--- src/rtl/disp_demux.sv ---
// Receive-side decoder for a four-digit multiplexed seven-segment bus.
// Filters scan glitches and rebuilds full frames behind a valid/ready slot.
module disp_demux #(
  parameter int STABLE_CYCLES = 16
) (
  input  logic       clk,
  input  logic       reset,
  input  logic [3:0] an_in,
  input  logic [7:0] sseg_in,
  output logic [7:0] out3,
  output logic [7:0] out2,
  output logic [7:0] out1,
  output logic [7:0] out0,
  output logic       frame_valid,
  input  logic       frame_ready,
  output logic       an_err,
  output logic       overrun
);

  localparam logic [8:0] STABLE = 9'(STABLE_CYCLES);

  typedef enum logic {
    SETTLE,
    HELD
  } state_t;

  logic [11:0]     r_sync1;
  logic [11:0]     r_sync2;
  logic [7:0]      r_cnt;
  state_t          r_state;
  logic [3:0][7:0] r_cap;
  logic [3:0][7:0] r_out;
  logic [3:0]      r_seen;
  logic            r_valid;
  logic            r_an_err;
  logic            r_overrun;

  logic            w_same;
  logic            w_acc;
  logic [3:0]      w_an;
  logic [7:0]      w_seg;
  logic [3:0]      w_hit;
  logic            w_bad;
  logic [3:0]      w_cap;
  logic            w_done;
  logic            w_take;
  logic            w_load;

  always_ff @(posedge clk or posedge reset) begin
    if (reset) begin
      r_sync1 <= 12'hFFF;
      r_sync2 <= 12'hFFF;
    end else begin
      r_sync1 <= {an_in, sseg_in};
      r_sync2 <= r_sync1;
    end
  end

  // r_sync2 doubles as the previous-value register; change is seen on
  // its input so the count starts on the edge the new value lands.
  assign w_same = (r_sync1 == r_sync2);
  assign w_acc  = (r_state == SETTLE) && w_same &&
                  ({1'b0, r_cnt} + 9'd1 == STABLE);

  always_ff @(posedge clk or posedge reset) begin
    if (reset) begin
      r_state <= SETTLE;
      r_cnt   <= 8'd0;
    end else begin
      case (r_state)
        SETTLE: begin
          if (!w_same) begin
            r_cnt <= 8'd1;
          end else if (w_acc) begin
            r_cnt   <= STABLE[7:0];
            r_state <= HELD;
          end else if (r_cnt != 8'hFF) begin
            r_cnt <= r_cnt + 8'd1;
          end
        end
        HELD: begin
          if (!w_same) begin
            r_cnt   <= 8'd1;
            r_state <= SETTLE;
          end
        end
        default: begin
          r_cnt   <= 8'd0;
          r_state <= SETTLE;
        end
      endcase
    end
  end

  assign w_an  = r_sync2[11:8];
  assign w_seg = r_sync2[7:0];

  always_comb begin
    w_hit = 4'b0000;
    w_bad = 1'b0;
    unique case (w_an)
      4'b1110: w_hit = 4'b0001;
      4'b1101: w_hit = 4'b0010;
      4'b1011: w_hit = 4'b0100;
      4'b0111: w_hit = 4'b1000;
      4'b1111: w_hit = 4'b0000;
      default: w_bad = 1'b1;
    endcase
  end

  assign w_cap  = w_acc ? w_hit : 4'b0000;
  assign w_done = (r_seen == 4'b1111);
  assign w_take = r_valid && frame_ready;
  assign w_load = w_done && (!r_valid || w_take);

  always_ff @(posedge clk or posedge reset) begin
    if (reset) begin
      r_cap     <= '0;
      r_out     <= '0;
      r_seen    <= 4'b0000;
      r_valid   <= 1'b0;
      r_an_err  <= 1'b0;
      r_overrun <= 1'b0;
    end else begin
      for (int i = 0; i < 4; i++) begin
        if (w_cap[i]) r_cap[i] <= w_seg;
      end
      r_seen <= (w_done ? 4'b0000 : r_seen) | w_cap;
      if (w_acc && w_bad) r_an_err <= 1'b1;
      if (w_load) begin
        r_out   <= r_cap;
        r_valid <= 1'b1;
      end else begin
        if (w_done) r_overrun <= 1'b1;
        if (w_take) r_valid <= 1'b0;
      end
    end
  end

  assign out0        = r_out[0];
  assign out1        = r_out[1];
  assign out2        = r_out[2];
  assign out3        = r_out[3];
  assign frame_valid = r_valid;
  assign an_err      = r_an_err;
  assign overrun     = r_overrun;

endmodule

--- config.mk ---
export PLATFORM = sky130hd
export DESIGN_NAME = disp_demux
export DESIGN_NICKNAME = d
export VERILOG_FILES = /design/src/rtl/disp_demux.sv
export SDC_FILE = /design/constraint.sdc
export NUM_CORES = 1
export LEC_CHECK = 0
export CAP_MARGIN = 20
export CORE_MARGIN = 2
export CORE_UTILIZATION = 55
export DETAILED_ROUTE_END_ITERATION = 8
export GPL_TIMING_DRIVEN = 0
export HOLD_SLACK_MARGIN = 0.15
export PLACE_DENSITY = 0.79
export SLEW_MARGIN = 20
export SYNTH_ARGS = -nofsm -noshare
export SYNTH_HDL_FRONTEND = slang
export SYNTH_SLANG_ARGS = --single-unit
--- constraint.sdc ---
create_clock -name clk -period 4.54 [get_ports clk]
set_clock_uncertainty 0.05 [all_clocks]
set_input_delay 0.908 -clock clk [delete_from_list [all_inputs] [get_ports clk]]
set_output_delay 0.908 -clock clk [all_outputs]
set_load 0.01 [all_outputs]
==> impl_metrics.env <==
export IMPL_place_congestion=0.788
export IMPL_wl_per_cell_um=15.8
export IMPL_ios=50
export IMPL_synth_mux_area_share_pct=19.3
export IMPL_die_h_um=91.5
export IMPL_worstHoldPathType="reg -> reg"
export IMPL_chipWidth_um=91.5
export IMPL_setup_tns_ps=0
export IMPL_synthSimpleGateAreaFrac_pct=7.61
export IMPL_swShare_pct=19.8
export IMPL_drv_slew=0
export IMPL_synth_xor_area_share_pct=3.96
export IMPL_cts_max_level=3
export IMPL_slowest_stage="buf_1"
export IMPL_track_usage_pct=18.3
export IMPL_antenna_found_initial=0
export IMPL_critPathKind="in -> reg"
export IMPL_layout_drive_gt1_share_pct=36.3
export IMPL_vias_per_cell=5.24
export IMPL_cts_hold_buf=0
export IMPL_synth_compound_area_share_pct=3.99
export IMPL_numClockSinks=104
export IMPL_synthAdderAreaFrac_pct=0.595
export IMPL_antenna_left=0
export IMPL_slew_headroom_pct=53.7
export IMPL_drtIter0Drc=68
export IMPL_layout_commonest_cell="dfrtp_1"
export IMPL_cts_tree="yes"
export IMPL_p_int_uw=1310
export IMPL_clk_latency_ps=350
export IMPL_synth_top_family_by_area="multiplexers"
export IMPL_dr_pass1_iters=4
export IMPL_root_buffer="clkbuf_8"
export IMPL_area_delta_synth_final_pct=20.7
export IMPL_fmax_ghz=0.372
export IMPL_worstPathMaxFanout=10
export IMPL_clkSlewWorstSetupHoldPaths_ps=80
export IMPL_ys_ff_latch=104
export IMPL_start_util_pct=57.4
export IMPL_p_seq_share_pct=58.9
export IMPL_yosys_top_cells_area="dfrtp_1 48%, dfstp_2 15%, mux2_2 11%, mux2_4 8.6%, xor2_1 2.7%"
export IMPL_yosysTopAreaCellShare_pct=47.6
export IMPL_hold_worst_slack_ps=326
export IMPL_p_switching_uw=322
export IMPL_synthesis_nets=295
export IMPL_status="finished clean"
export IMPL_end_kind="flip-flop"
export IMPL_cp_required_ps=4720
export IMPL_crit_path_start_kind="input port"
export IMPL_grt_overflow=0
export IMPL_final_cell_mix="80 x dfrtp_1, 49 x clkdlybuf4s50_1, 40 x mux2_2"
export IMPL_combPwrFrac_pct=2.8
export IMPL_worstPathArrival_ps=2870
export IMPL_die_area_um2=8360
export IMPL_core_region_area_um2=7330
export IMPL_std_cell_rows=31
export IMPL_cts_repair_resized=0
export IMPL_ys_seq_area_share_pct=62.6
export IMPL_maxCapViolations=0
export IMPL_num_nets_final=356
export IMPL_hold_viol_final=0
export IMPL_clock_power_share_pct=38.3
export IMPL_slowest_delay_ps=580
export IMPL_drt_wl_total_um=7020
export IMPL_finalCriticalPeriod_ps=2690
export IMPL_setup_viol=0
export IMPL_numCtsBuffers=9
export IMPL_p_leak_uw=0.00234
export IMPL_path_delay_family="buffers and inverters"
export IMPL_first_global_vias=2328
export IMPL_synth_cells=278
export IMPL_vias=2320
export IMPL_worstMarginPinSlew_ps=695
export IMPL_rsz0062_at_grt="false"
export IMPL_avgSynthCellArea_um2=15.1
export IMPL_synth_top_area_cell="dfrtp_1"
export IMPL_n_antenna_cell=0
export IMPL_p_per_area_nw_per_um2=321
export IMPL_postCtsSetupBuffers=0
export IMPL_critPathBufInv=3
export IMPL_cts_buffer_depth=2
export IMPL_grt_pass1_wl_um=11700
export IMPL_grt_max_degree=54
export IMPL_peakVddDrop_v=0.000181
export IMPL_hpwl_um=4850
export IMPL_netlist_area_um2=4210
export IMPL_synth_warnings=0
export IMPL_synth_cell_types=42
export IMPL_path_cells="clkdlybuf4s50_1, nand2b_1, nor2b_1, clkbuf_1, buf_1, mux2_2"
export IMPL_io_buffers=49
export IMPL_route_detailed_drc=0
export IMPL_fin_crit_sh_pct=59.2
[power by group through the flow]
| stage | Clock, µW | Sequential [µW] | Combinational (µW) |
|---|---|---|---|
| 2_1_floorplan | 0 | 972 | 24.2 |
| 3_3_place_gp | 0 | 976 | 42.2 |
| 3_5_place_dp | 0 | 977 | 46.7 |
| 4_1_cts | 638 | 959 | 47.2 |
| 5_1_grt | 684 | 961 | 52.4 |
| 6_report | 624 | 959 | 45.3 |
[Yosys cell counts]
master    count
nand3b_1      1
o21ai_0       2
nand2_1      14
nand2b_1      2
dfrtp_1      80
nand4b_1      1
xnor2_1       6
o21bai_1      1
o21a_1        1
a211o_1       1
a41o_1        1
nor2b_1       1
dfstp_2      24
a21bo_2       1
nor3_1        6
nand3_1       4
nand3_2       1
a21oi_1       1
nor4b_1       2
and2_2        2
nand4_1       3
a21o_2        4
a31o_2        2
clkbuf_2      1
a211o_2       1
mux2_4       24
and4_1        4
a211oi_4      1
buf_1         3
nor4_1        3
nor2_1        9
a21o_1        1
and3_1        2
ha_1          2
nand4_4       1
mux2_2       40
xor2_1       13
buf_6         4
clkbuf_1      1
inv_1         1
a31oi_1       3
buf_2         3
[final timing paths]
check                                   end  depth (start not counted)        start  slack (ps)
worst min-delay path            r_sync2[11]                          0  r_sync1[11]         330
worst max register to register     r_cap[4]                          8     r_cnt[0]        1900
worst min register to register  r_sync2[11]                          0  r_sync1[11]         330
max in group asynchronous        r_sync1[6]                          3        reset        2870
worst max-delay path                out3[4]                          6  frame_ready        1850
min in group asynchronous            an_err                          2        reset         910
[cell type report]
type                    instances  area [µm²]
well taps                      99         124
clock inverters                 3        65.1
repair buffers                 50         518
plain buffers                  12        80.1
flip-flops and latches        104        2630
inverters                       1        8.76
fillers                       495        2250
clock buffers                  13         159
multi-input cells             161        1490
[routing by layer]
metal	track usage, %	vias to the layer above	wire, µm
li1	-	1103	-
met1	24.3	1172	3250
met2	29.8	40	3460
met3	5.39	5	258
met4	4.55	0	59
met5	0	-	0
[logic make-up after synthesis]
group / Yosys count
buffers and inverters: 13
xor gates and xnor gates: 19
adders and majority gates: 2
muxes: 64
and+or+nand+nor: 56
AOI/OAI and AO/OA: 20
DFF: 104
[flip-flops by register name, summed over array words and instances (netlist names)]
register and cells:
out3 8, frame_valid 1, out2 8, r_cnt 8, r_cap 32, r_state 1
out1 8, r_seen 4, r_sync2 12, overrun 1, r_sync1 12, out0 8
an_err 1
[worst reg2reg max path, cell delays in order, from the launching register on]
cell and delay [ps]:
dfrtp_1 470, ha_1 220, buf_2 160, a21o_1 170
a211o_1 320, a211oi_4 370, and4_1 280, buf_6 180
mux2_4 310
[per-stage QoR]
step           total power [µW]  area (µm²)  std cells  worst slack (ps)  util, %
2_1_floorplan               997        4210        278               890        -
3_3_place_gp               1020        4820        426              -488     65.8
3_5_place_dp               1020        4850        427              1510     66.2
4_1_cts                    1640        5080        443              1880     69.3
5_1_grt                    1700        5080        443              1730     69.3
6_report                   1630        5080        443              1850     69.3
No activity file was read; power rests on OpenSTA's default activity.
